--- src/rtl/lenet_pkg.sv ---
// Shared LeNet constants and types used by the layer-4 readers and writers.
//   DATA_WIDTH   : pixel word width
//   L4_ROW       : side length of a pooled layer-4 map
//   L4_MAP_SIZE  : words per pooled layer-4 map
//   L4_N_MAPS    : number of pooled layer-4 maps
//   L4_MAP_IDX_W : width of a layer-4 map index
//   rd_state_e   : reader control states
package lenet_pkg;

    localparam int DATA_WIDTH   = 12;
    localparam int L4_ROW       = 5;
    localparam int L4_MAP_SIZE  = L4_ROW * L4_ROW;
    localparam int L4_N_MAPS    = 16;
    localparam int L4_MAP_IDX_W = 4;

    typedef enum logic [1:0] {
        IDLE  = 2'd0,
        READ  = 2'd1,
        DRAIN = 2'd2,
        DONE  = 2'd3
    } rd_state_e;

endpackage

--- src/rtl/sync_fifo_tag.sv ---
// Register-based synchronous FIFO carrying packed {data, map, last} tags.
//   clk, rst_n : clock and asynchronous active-low reset (storage cleared)
//   push/wdata : write request and word; accepted when not full or a pop is
//                taken in the same cycle
//   pop/rdata  : read request and head word; pop is ignored when empty
//   count      : number of stored entries
//   full/empty : occupancy flags
module sync_fifo_tag #(
    parameter int WIDTH = 17,
    parameter int DEPTH = 4
) (
    input  logic                       clk,
    input  logic                       rst_n,
    input  logic                       push,
    input  logic [WIDTH-1:0]           wdata,
    input  logic                       pop,
    output logic [WIDTH-1:0]           rdata,
    output logic [$clog2(DEPTH+1)-1:0] count,
    output logic                       full,
    output logic                       empty
);

    localparam int PTR_W = $clog2(DEPTH);
    localparam int CNT_W = $clog2(DEPTH+1);

    logic [WIDTH-1:0] mem_r [DEPTH];
    logic [PTR_W-1:0] wr_ptr_r;
    logic [PTR_W-1:0] rd_ptr_r;
    logic [CNT_W-1:0] count_r;
    logic             push_ok_s;
    logic             pop_ok_s;

    assign empty     = (count_r == CNT_W'(0));
    assign full      = (count_r == CNT_W'(DEPTH));
    assign pop_ok_s  = pop && !empty;
    // A full FIFO may still accept a word when the head leaves in the same cycle.
    assign push_ok_s = push && (!full || pop_ok_s);
    assign rdata     = mem_r[rd_ptr_r];
    assign count     = count_r;

    // Storage, pointers and occupancy counter.
    always_ff @(posedge clk or negedge rst_n) begin
        if (!rst_n) begin
            for (int i = 0; i < DEPTH; i++) begin
                mem_r[i] <= {WIDTH{1'b0}};
            end
            wr_ptr_r <= PTR_W'(0);
            rd_ptr_r <= PTR_W'(0);
            count_r  <= CNT_W'(0);
        end else begin
            if (push_ok_s) begin
                mem_r[wr_ptr_r] <= wdata;
                wr_ptr_r <= (wr_ptr_r == PTR_W'(DEPTH-1)) ? PTR_W'(0) : wr_ptr_r + PTR_W'(1);
            end
            if (pop_ok_s) begin
                rd_ptr_r <= (rd_ptr_r == PTR_W'(DEPTH-1)) ? PTR_W'(0) : rd_ptr_r + PTR_W'(1);
            end
            case ({push_ok_s, pop_ok_s})
                2'b10:   count_r <= count_r + CNT_W'(1);
                2'b01:   count_r <= count_r - CNT_W'(1);
                default: count_r <= count_r;
            endcase
        end
    end

endmodule

--- src/rtl/l4_fmap_reader.sv ---
// Layer-4 feature-map reader: streams the pooled maps out of the L4 output
// BRAM in linear address order (column-major within a map) as a valid/ready
// stream tagged with the map index and a last flag.
//   clk, rst_n           : clock, asynchronous active-low reset
//   start, base_position : run request and address of word 0 of map 0
//   L4_output_read_addr  : BRAM read address (base + idx, wraps)
//   L4_output_rd_en      : BRAM read enable
//   L4_output_dout       : BRAM data, valid RD_LAT cycles after rd_en
//   out_data/map/last    : stream word and its tags from the FIFO head
//   out_valid, out_ready : stream handshake
//   busy, done           : run in progress / one-cycle completion pulse
module l4_fmap_reader
    import lenet_pkg::*;
#(
    parameter int DATA_WIDTH = lenet_pkg::DATA_WIDTH,
    parameter int ADDR_WIDTH = 12,
    parameter int MAP_SIZE   = L4_MAP_SIZE,
    parameter int N_MAPS     = L4_N_MAPS,
    parameter int RD_LAT     = 2,
    parameter int FIFO_DEPTH = 4
) (
    input  logic                  clk,
    input  logic                  rst_n,
    input  logic                  start,
    input  logic [ADDR_WIDTH-1:0] base_position,
    output logic [ADDR_WIDTH-1:0] L4_output_read_addr,
    output logic                  L4_output_rd_en,
    input  logic [DATA_WIDTH-1:0] L4_output_dout,
    output logic [DATA_WIDTH-1:0] out_data,
    output logic [3:0]            out_map,
    output logic                  out_last,
    output logic                  out_valid,
    input  logic                  out_ready,
    output logic                  busy,
    output logic                  done
);

    localparam int TOTAL = N_MAPS * MAP_SIZE;
    localparam int IDX_W = $clog2(TOTAL + 1);
    localparam int PIX_W = $clog2(MAP_SIZE);
    localparam int CNT_W = $clog2(FIFO_DEPTH + 1);
    localparam int OCC_W = $clog2(FIFO_DEPTH + RD_LAT + 1);
    localparam int TAG_W = DATA_WIDTH + 4 + 1;

    rd_state_e             state_r;
    rd_state_e             state_nxt_s;
    logic [ADDR_WIDTH-1:0] base_r;
    logic [IDX_W-1:0]      idx_r;
    logic [PIX_W-1:0]      pix_r;
    logic [3:0]            map_r;

    logic                  pipe_vld_r  [RD_LAT];
    logic [3:0]            pipe_map_r  [RD_LAT];
    logic                  pipe_last_r [RD_LAT];

    logic [OCC_W-1:0]      in_flight_s;
    logic [OCC_W-1:0]      occupancy_s;
    logic                  issue_s;
    logic                  issue_last_s;
    logic                  push_s;
    logic [TAG_W-1:0]      push_tag_s;
    logic                  pop_s;
    logic [TAG_W-1:0]      head_tag_s;
    logic [CNT_W-1:0]      fifo_count_s;
    logic                  fifo_full_s;
    logic                  fifo_empty_s;

    // Reads still travelling through the BRAM latency pipeline.
    always_comb begin
        in_flight_s = OCC_W'(0);
        for (int i = 0; i < RD_LAT; i++) begin
            in_flight_s = in_flight_s + OCC_W'(pipe_vld_r[i]);
        end
    end

    // Credits are judged on the state the cycle began with: a pop in the same
    // cycle does not free a slot for this cycle's issue, so the FIFO can never
    // be over-committed.
    assign occupancy_s  = OCC_W'(fifo_count_s) + in_flight_s;
    assign issue_s      = (state_r == READ) && !fifo_full_s && (occupancy_s < OCC_W'(FIFO_DEPTH));
    assign issue_last_s = (idx_r == IDX_W'(TOTAL - 1));

    assign push_s     = pipe_vld_r[RD_LAT-1];
    assign push_tag_s = {L4_output_dout, pipe_map_r[RD_LAT-1], pipe_last_r[RD_LAT-1]};
    assign pop_s      = !fifo_empty_s && out_ready;

    // Control state register.
    always_ff @(posedge clk or negedge rst_n) begin
        if (!rst_n) begin
            state_r <= IDLE;
        end else begin
            state_r <= state_nxt_s;
        end
    end

    // Next-state logic; DRAIN ends on the transfer of the last word.
    always_comb begin
        state_nxt_s = state_r;
        case (state_r)
            IDLE: begin
                if (start) begin
                    state_nxt_s = READ;
                end else begin
                    state_nxt_s = IDLE;
                end
            end
            READ: begin
                if (issue_s && issue_last_s) begin
                    state_nxt_s = DRAIN;
                end else begin
                    state_nxt_s = READ;
                end
            end
            DRAIN: begin
                if (pop_s && head_tag_s[0]) begin
                    state_nxt_s = DONE;
                end else begin
                    state_nxt_s = DRAIN;
                end
            end
            DONE:    state_nxt_s = IDLE;
            default: state_nxt_s = IDLE;
        endcase
    end

    // Run counters: linear word index, pixel within map, map index.
    always_ff @(posedge clk or negedge rst_n) begin
        if (!rst_n) begin
            base_r <= ADDR_WIDTH'(0);
            idx_r  <= IDX_W'(0);
            pix_r  <= PIX_W'(0);
            map_r  <= 4'd0;
        end else if ((state_r == IDLE) && start) begin
            base_r <= base_position;
            idx_r  <= IDX_W'(0);
            pix_r  <= PIX_W'(0);
            map_r  <= 4'd0;
        end else if (issue_s) begin
            idx_r <= idx_r + IDX_W'(1);
            if (pix_r == PIX_W'(MAP_SIZE - 1)) begin
                pix_r <= PIX_W'(0);
                map_r <= map_r + 4'd1;
            end else begin
                pix_r <= pix_r + PIX_W'(1);
            end
        end
    end

    // Tag shift register aligned with the BRAM read latency; reset drops any
    // read still in flight so its data never reaches the FIFO.
    always_ff @(posedge clk or negedge rst_n) begin
        if (!rst_n) begin
            for (int i = 0; i < RD_LAT; i++) begin
                pipe_vld_r[i]  <= 1'b0;
                pipe_map_r[i]  <= 4'd0;
                pipe_last_r[i] <= 1'b0;
            end
        end else begin
            pipe_vld_r[0]  <= issue_s;
            pipe_map_r[0]  <= map_r;
            pipe_last_r[0] <= issue_last_s;
            for (int i = 1; i < RD_LAT; i++) begin
                pipe_vld_r[i]  <= pipe_vld_r[i-1];
                pipe_map_r[i]  <= pipe_map_r[i-1];
                pipe_last_r[i] <= pipe_last_r[i-1];
            end
        end
    end

    sync_fifo_tag #(
        .WIDTH (TAG_W),
        .DEPTH (FIFO_DEPTH)
    ) u_fifo (
        .clk   (clk),
        .rst_n (rst_n),
        .push  (push_s),
        .wdata (push_tag_s),
        .pop   (pop_s),
        .rdata (head_tag_s),
        .count (fifo_count_s),
        .full  (fifo_full_s),
        .empty (fifo_empty_s)
    );

    // All outputs decode from flops only (state, counters, FIFO registers).
    assign L4_output_rd_en     = issue_s;
    assign L4_output_read_addr = base_r + ADDR_WIDTH'(idx_r);
    assign out_data            = head_tag_s[TAG_W-1 -: DATA_WIDTH];
    assign out_map             = head_tag_s[4:1];
    assign out_last            = head_tag_s[0];
    assign out_valid           = !fifo_empty_s;
    assign busy                = (state_r == READ) || (state_r == DRAIN);
    assign done                = (state_r == DONE);

endmodule

--- config.mk ---
export PLATFORM = sky130hd
export DESIGN_NAME = l4_fmap_reader
export DESIGN_NICKNAME = d
export VERILOG_FILES = /design/src/rtl/lenet_pkg.sv /design/src/rtl/sync_fifo_tag.sv /design/src/rtl/l4_fmap_reader.sv
export SDC_FILE = /design/constraint.sdc
export NUM_CORES = 1
export LEC_CHECK = 0
export BUFFER_PORTS_ARGS = -buffer_cell sky130_fd_sc_hd__clkbuf_2
export CORE_ASPECT_RATIO = 0.9
export CORE_MARGIN = 8
export CORE_UTILIZATION = 45
export DETAILED_ROUTE_END_ITERATION = 16
export GPL_TIMING_DRIVEN = 0
export PLACE_DENSITY = 0.66
export SLEW_MARGIN = 10
export SYNTH_ARGS = -nofsm -noshare
export SYNTH_HDL_FRONTEND = slang
export SYNTH_HIERARCHICAL = 1
export SYNTH_SLANG_ARGS = --single-unit
--- constraint.sdc ---
create_clock -name clk -period 4.8 [get_ports clk]
set_clock_uncertainty 0.15 [all_clocks]
set_input_delay 0.96 -clock clk [delete_from_list [all_inputs] [get_ports clk]]
set_output_delay 0.96 -clock clk [all_outputs]
set_load 0.02 [all_outputs]
# Yosys cells after proc, flatten, opt, wreduce, memory -nomap -nowiden
# Cells that the tools add are included.
[word_totals]
wordCells = 84
register_bits = 119
[op_classes]
n_reduce_logical = 19
n_addsub = 10
n_mux = 21
n_bitwise = 2
magnitude_cmp = 4
n_eq_ne = 10
[op_table]
columns = ["op", "n"]
rows = [
  ["68-bit bitwise mux", 1],
  ["17-bit 2-to-1 mux", 3],
  ["17-bit binary-select mux with 2-bit select", 1],
  ["17-bit demux with 2-bit select", 1],
  ["9-bit 2-to-1 mux", 2],
  ["5-bit 2-to-1 mux", 3],
  ["12-bit by 9-bit adder with 12-bit output", 1],
  ["4-bit 2-to-1 mux", 3],
  ["2-bit == test, second input constant", 5],
  ["9-bit by 1-bit adder with 9-bit output, second input constant", 1],
  ["9-bit == test, second input constant", 1],
  ["1-bit logical AND", 9],
  ["2-bit one-hot mux with 4 select lines", 1],
  ["3-bit greater-or-equal comparator, second input constant", 2],
  ["2-bit 2-to-1 mux", 3],
  ["2-bit inverter with 3-bit output", 2],
  ["3-bit one-hot mux with 2 select lines", 1],
  ["2-bit nonzero test", 3],
  ["5-bit by 1-bit adder with 5-bit output, second input constant", 1],
  ["5-bit == test, second input constant", 1],
  ["2-bit by 1-bit adder with 2-bit output, second input constant", 2],
  ["4-bit by 1-bit adder with 4-bit output, second input constant", 1],
  ["2-bit by 1-bit == test with 1-bit output, second input constant", 2],
  ["3-bit by 1-bit adder with 3-bit output, second input constant", 1],
  ["other kinds (12)", 15],
]

# Depth between registers and ports, before layout
[logic_depth]
depth_word = 8
ltp_mapped = 10
ltp_nobuf = 10

# Cells and area by module
# Netlist, hierarchy kept.
[by_module_without_submodules]
columns = ["module", "seq_area_each_um2", "area_each_um2", "cells_per_inst", "instances"]
rows = [
  ["sync_fifo_tag", 1876.8, 3385.7, 205, 1],
  ["l4_fmap_reader", 1101.1, 2349.8, 235, 1],
]

# Worst setup path before layout
# Ideal clock, no wire load.
[synth_timing]
path_type = "reg2out"
from = "register idx_r[0]"
to = "output L4_output_read_addr[10]"
t_arrival_ns = 1.967
path_buffers = 0
path_stages_with_launch = 8
path_slack_ns = 1.723
path_cell_list = "dfrtp_1 > ha_1 > fa_1 > a211oi_1 > o211ai_1 > and3_1 > o21ai_1 > xnor2_1"
[synth_between]
elab_chain_cells = 1
[synth_rtl]
columns = ["element", "line_no", "text"]
rows = [
  ["start: declaration", "l4_fmap_reader.sv:48", "logic [IDX_W-1:0] idx_r;"],
  ["start signal: assignment", "l4_fmap_reader.sv:139", "idx_r <= idx_r + IDX_W'(1);"],
  ["12-bit by 9-bit adder with 12-bit output", "l4_fmap_reader.sv:187", "assign L4_output_read_addr = base_r + ADDR_WIDTH'(idx_r);"],
  ["end: declaration", "l4_fmap_reader.sv:26", "output logic [ADDR_WIDTH-1:0] L4_output_read_addr,"],
]
# No other way between the ends.

# Worst setup path in the final report
# Same ends and word-level chain as after synthesis.

==> metrics.txt <==
outcome=finished clean; HPWL Detailed=between 7000 and 8000 um; capturing point of the worst reg2reg path=u_fifo/count[2]; final hold violations=0; CP Depth=8; final setup TNS=0 ns; Async S/R FF share, synth=1.00; Die X=roughly 140 um; WP buf/inv=1; IO Pins=between 60 and 70; Synth top area share=0.519; clock slew at reported path FFs=0.06 ns; Synth Area per Inst=13.0 um^2; layout cells sized above 1=0.388; vias in the first global route=about 4000; Crit path max-delay family=adder cells; Mapped Area=around 5700 um^2; Synth Flop Type=dfrtp_1; HP Class=register to register; DRT Pass-1 Iters=4; max-slew violation count=0; clk sinks=around 120; Final setup viols=0; critical path class=register to output pin; Fin Hold WS=~0.20 ns; total number of vias=3598; most common cell in the netlist=dfrtp_1; Worst Tran Pin Value=~0.63 ns; syn nets=around 500; Fmax=between 200 and 300 MHz; Max clock buf depth=2; Hold-fix buffers, CTS=0; Max IR drop VDD=roughly 0.37 mV; port bufs=60; R2R setup slack=between 1.5 and 2 ns; Num CTS Buffers=17; clk_lat worst skew=between 0.4 and 0.5 ns; #FFs+latches synth=between 100 and 150; vias per cell=roughly 5.2; GRT Total Usage=0.152; largest net degree at the start of global routing=90; std cell rows=39; RSZ-0062 raised after global routing=no; largest area contributor in the netlist=dfrtp_1; # diodes=0; 1st-iter DRT viols=167; Root Buffer=clkbuf_16; Synth Instances=440; Post-CTS Resized=0; die height=between 100 and 150 um; Final nets=~580; Crit path largest cell delay=0.44 ns; Min Clock Period, post-route=3.77 ns; Critical Path End=L4_output_read_addr[10]; H-tree lvl count=4; Reg2Reg Depth=10; Setup Fix Bufs, Post-CTS=0; drt total wl=~11000 um; grt ovf=0; period utilisation layout=0.785; CP Launch Type=register; crit path from=idx_r[0]; RD Place Congestion=0.767; CP max FO=4; post-synth cell types=48; CTS tree=built; PD cells=about 700 nW/um^2; synth top area cells=dfrtp_1 (52%), mux2_2 (14%), mux4_2 (6.7%); r2r startpoint=u_fifo/count[0]; number of synthesized flops with an enable pin=0; max-cap viol count=0; die footprint=16600 um^2; relative slew slack=0.577; first-pass GRT wire length=just under 20000 um; drt drc=0; synth cell count leaders=dfrtp_1 (119), mux2_2 (73), nand2_1 (53); Worst EP required=~3.7 ns; worst path cell trace=ha_1 -> fa_1 -> a211oi_1 -> o211ai_1 -> and3_1 -> o21ai_1 -> xnor2_1 -> clkbuf_2; Core Footprint=around 13000 um^2; DRT antenna net count=0; Leak=between 0.003 and 0.004 uW; sequential area share after synthesis=0.519; Syn. warnings=6; Initial Utilization=0.456; initial antenna violation count=0; area grow syn2layout=19.6%; CP arrival=2.66 ns; CP Capture Type=output pin; critical path's slowest cell=fa_1; drt wl/cell=approximately 16 um
## layout by cell type (no fill, tap or decap), drive strengths merged, types with 2 or more instances in the layout
master    instances
dfrtp           119
clkbuf           83
mux2             73
nand2            54
ha               25
nor2             22
o21ai            20
mux4             17
xor2             15
inv              15
buf              14
a21oi             8
xnor2             7
and3              7
nand3             6
o2111ai           5
clkinv            5
nor3              4
a21o              3
nand2b            3
mux2i             3
clkinvlp          3
nand3b            2
nor2b             2
fa                2
bufinv            2
or2               2
nor4b             2
## cell type report
class | count | area [um^2]
fillers | 1095 | 5730
flip-flops and latches | 119 | 2980
multi-input cells | 292 | 2600
clock buffers | 21 | 460
repair buffers | 61 | 337
well taps | 164 | 205
clock inverters | 11 | 124
plain buffers | 15 | 105
inverters | 14 | 52.6
## per-stage QoR
step	instances	setup WS, ns	cell area [um^2]	util	power (uW)
2_1_floorplan	440	1.72	5740	-	3080
3_3_place_gp	664	0.923	6240	0.496	3530
3_5_place_dp	665	1.45	6280	0.499	3620
4_1_cts	697	1.00	6860	0.545	4890
5_1_grt	697	0.856	6860	0.545	5150
6_report	697	1.03	6860	0.545	4810
## worst min path at each step
stage / from / to / cells past startpoint
after CTS: pipe_map_r[6] / pipe_map_r[2] / 0
after global routing: pipe_map_r[4] / pipe_map_r[0] / 0
final: pipe_map_r[6] / pipe_map_r[2] / 0
after global placement: pipe_map_r[6] / pipe_map_r[2] / 0
after floorplan: pipe_last_r[1] / pipe_last_r[0] / 0
after detailed placement: pipe_map_r[5] / pipe_map_r[1] / 0
## cells by family (layout without fill, tap and decap cells)
kind of cell,Yosys count,after routing,synth area share
multiplexers,93,93,0.215
buffers and inverters,29,122,0.0275
adder cells (fa/ha/maj),27,27,0.0615
flip-flops,119,119,0.519
AO/OA/AOI/OAI,42,42,0.0482
AND/OR/NAND/NOR,108,108,0.0947
XOR/XNOR,22,22,0.0336
## report_power, final
part / switching [uW] / internal (uW) / leakage, uW
logic: 989 / 899 / 0.00146
registers: 265 / 1420 / 0.00146
clock network: 448 / 790 / 0.000279
total: 1700 / 3110 / 0.00320
## registers in the layout, summed over array words and instances (netlist names), named ones only
signal,cells
base_r,12
idx_r,9
map_r,4
pipe_last_r,2
pipe_map_r,8
pipe_vld_r,1
pix_r,5
push_s,1
state_r,1
u_fifo/count,3
u_fifo/mem_r,68
u_fifo/rd_ptr_r,2
u_fifo/wr_ptr_r,2
## metal layers
| metal | up-vias | track usage | share of wire |
|---|---|---|---|
| li1 | 1709 | - | - |
| met1 | 1801 | 0.189 | 0.45 |
| met2 | 69 | 0.239 | 0.48 |
| met3 | 19 | 0.0556 | 0.054 |
| met4 | 0 | 0.0596 | 0.016 |
| met5 | - | 0 | 0 |
## worst reg2reg max path, delay by kind of cell, from the launching register on
family / cells / cell delay, ns
simple gates: 5 / 1.27
fa+ha+maj: 2 / 0.60
flops: 1 / 0.46
xor+xnor: 2 / 0.30
buf+inv: 1 / 0.06
No activity file was read; power rests on OpenSTA's default activity.
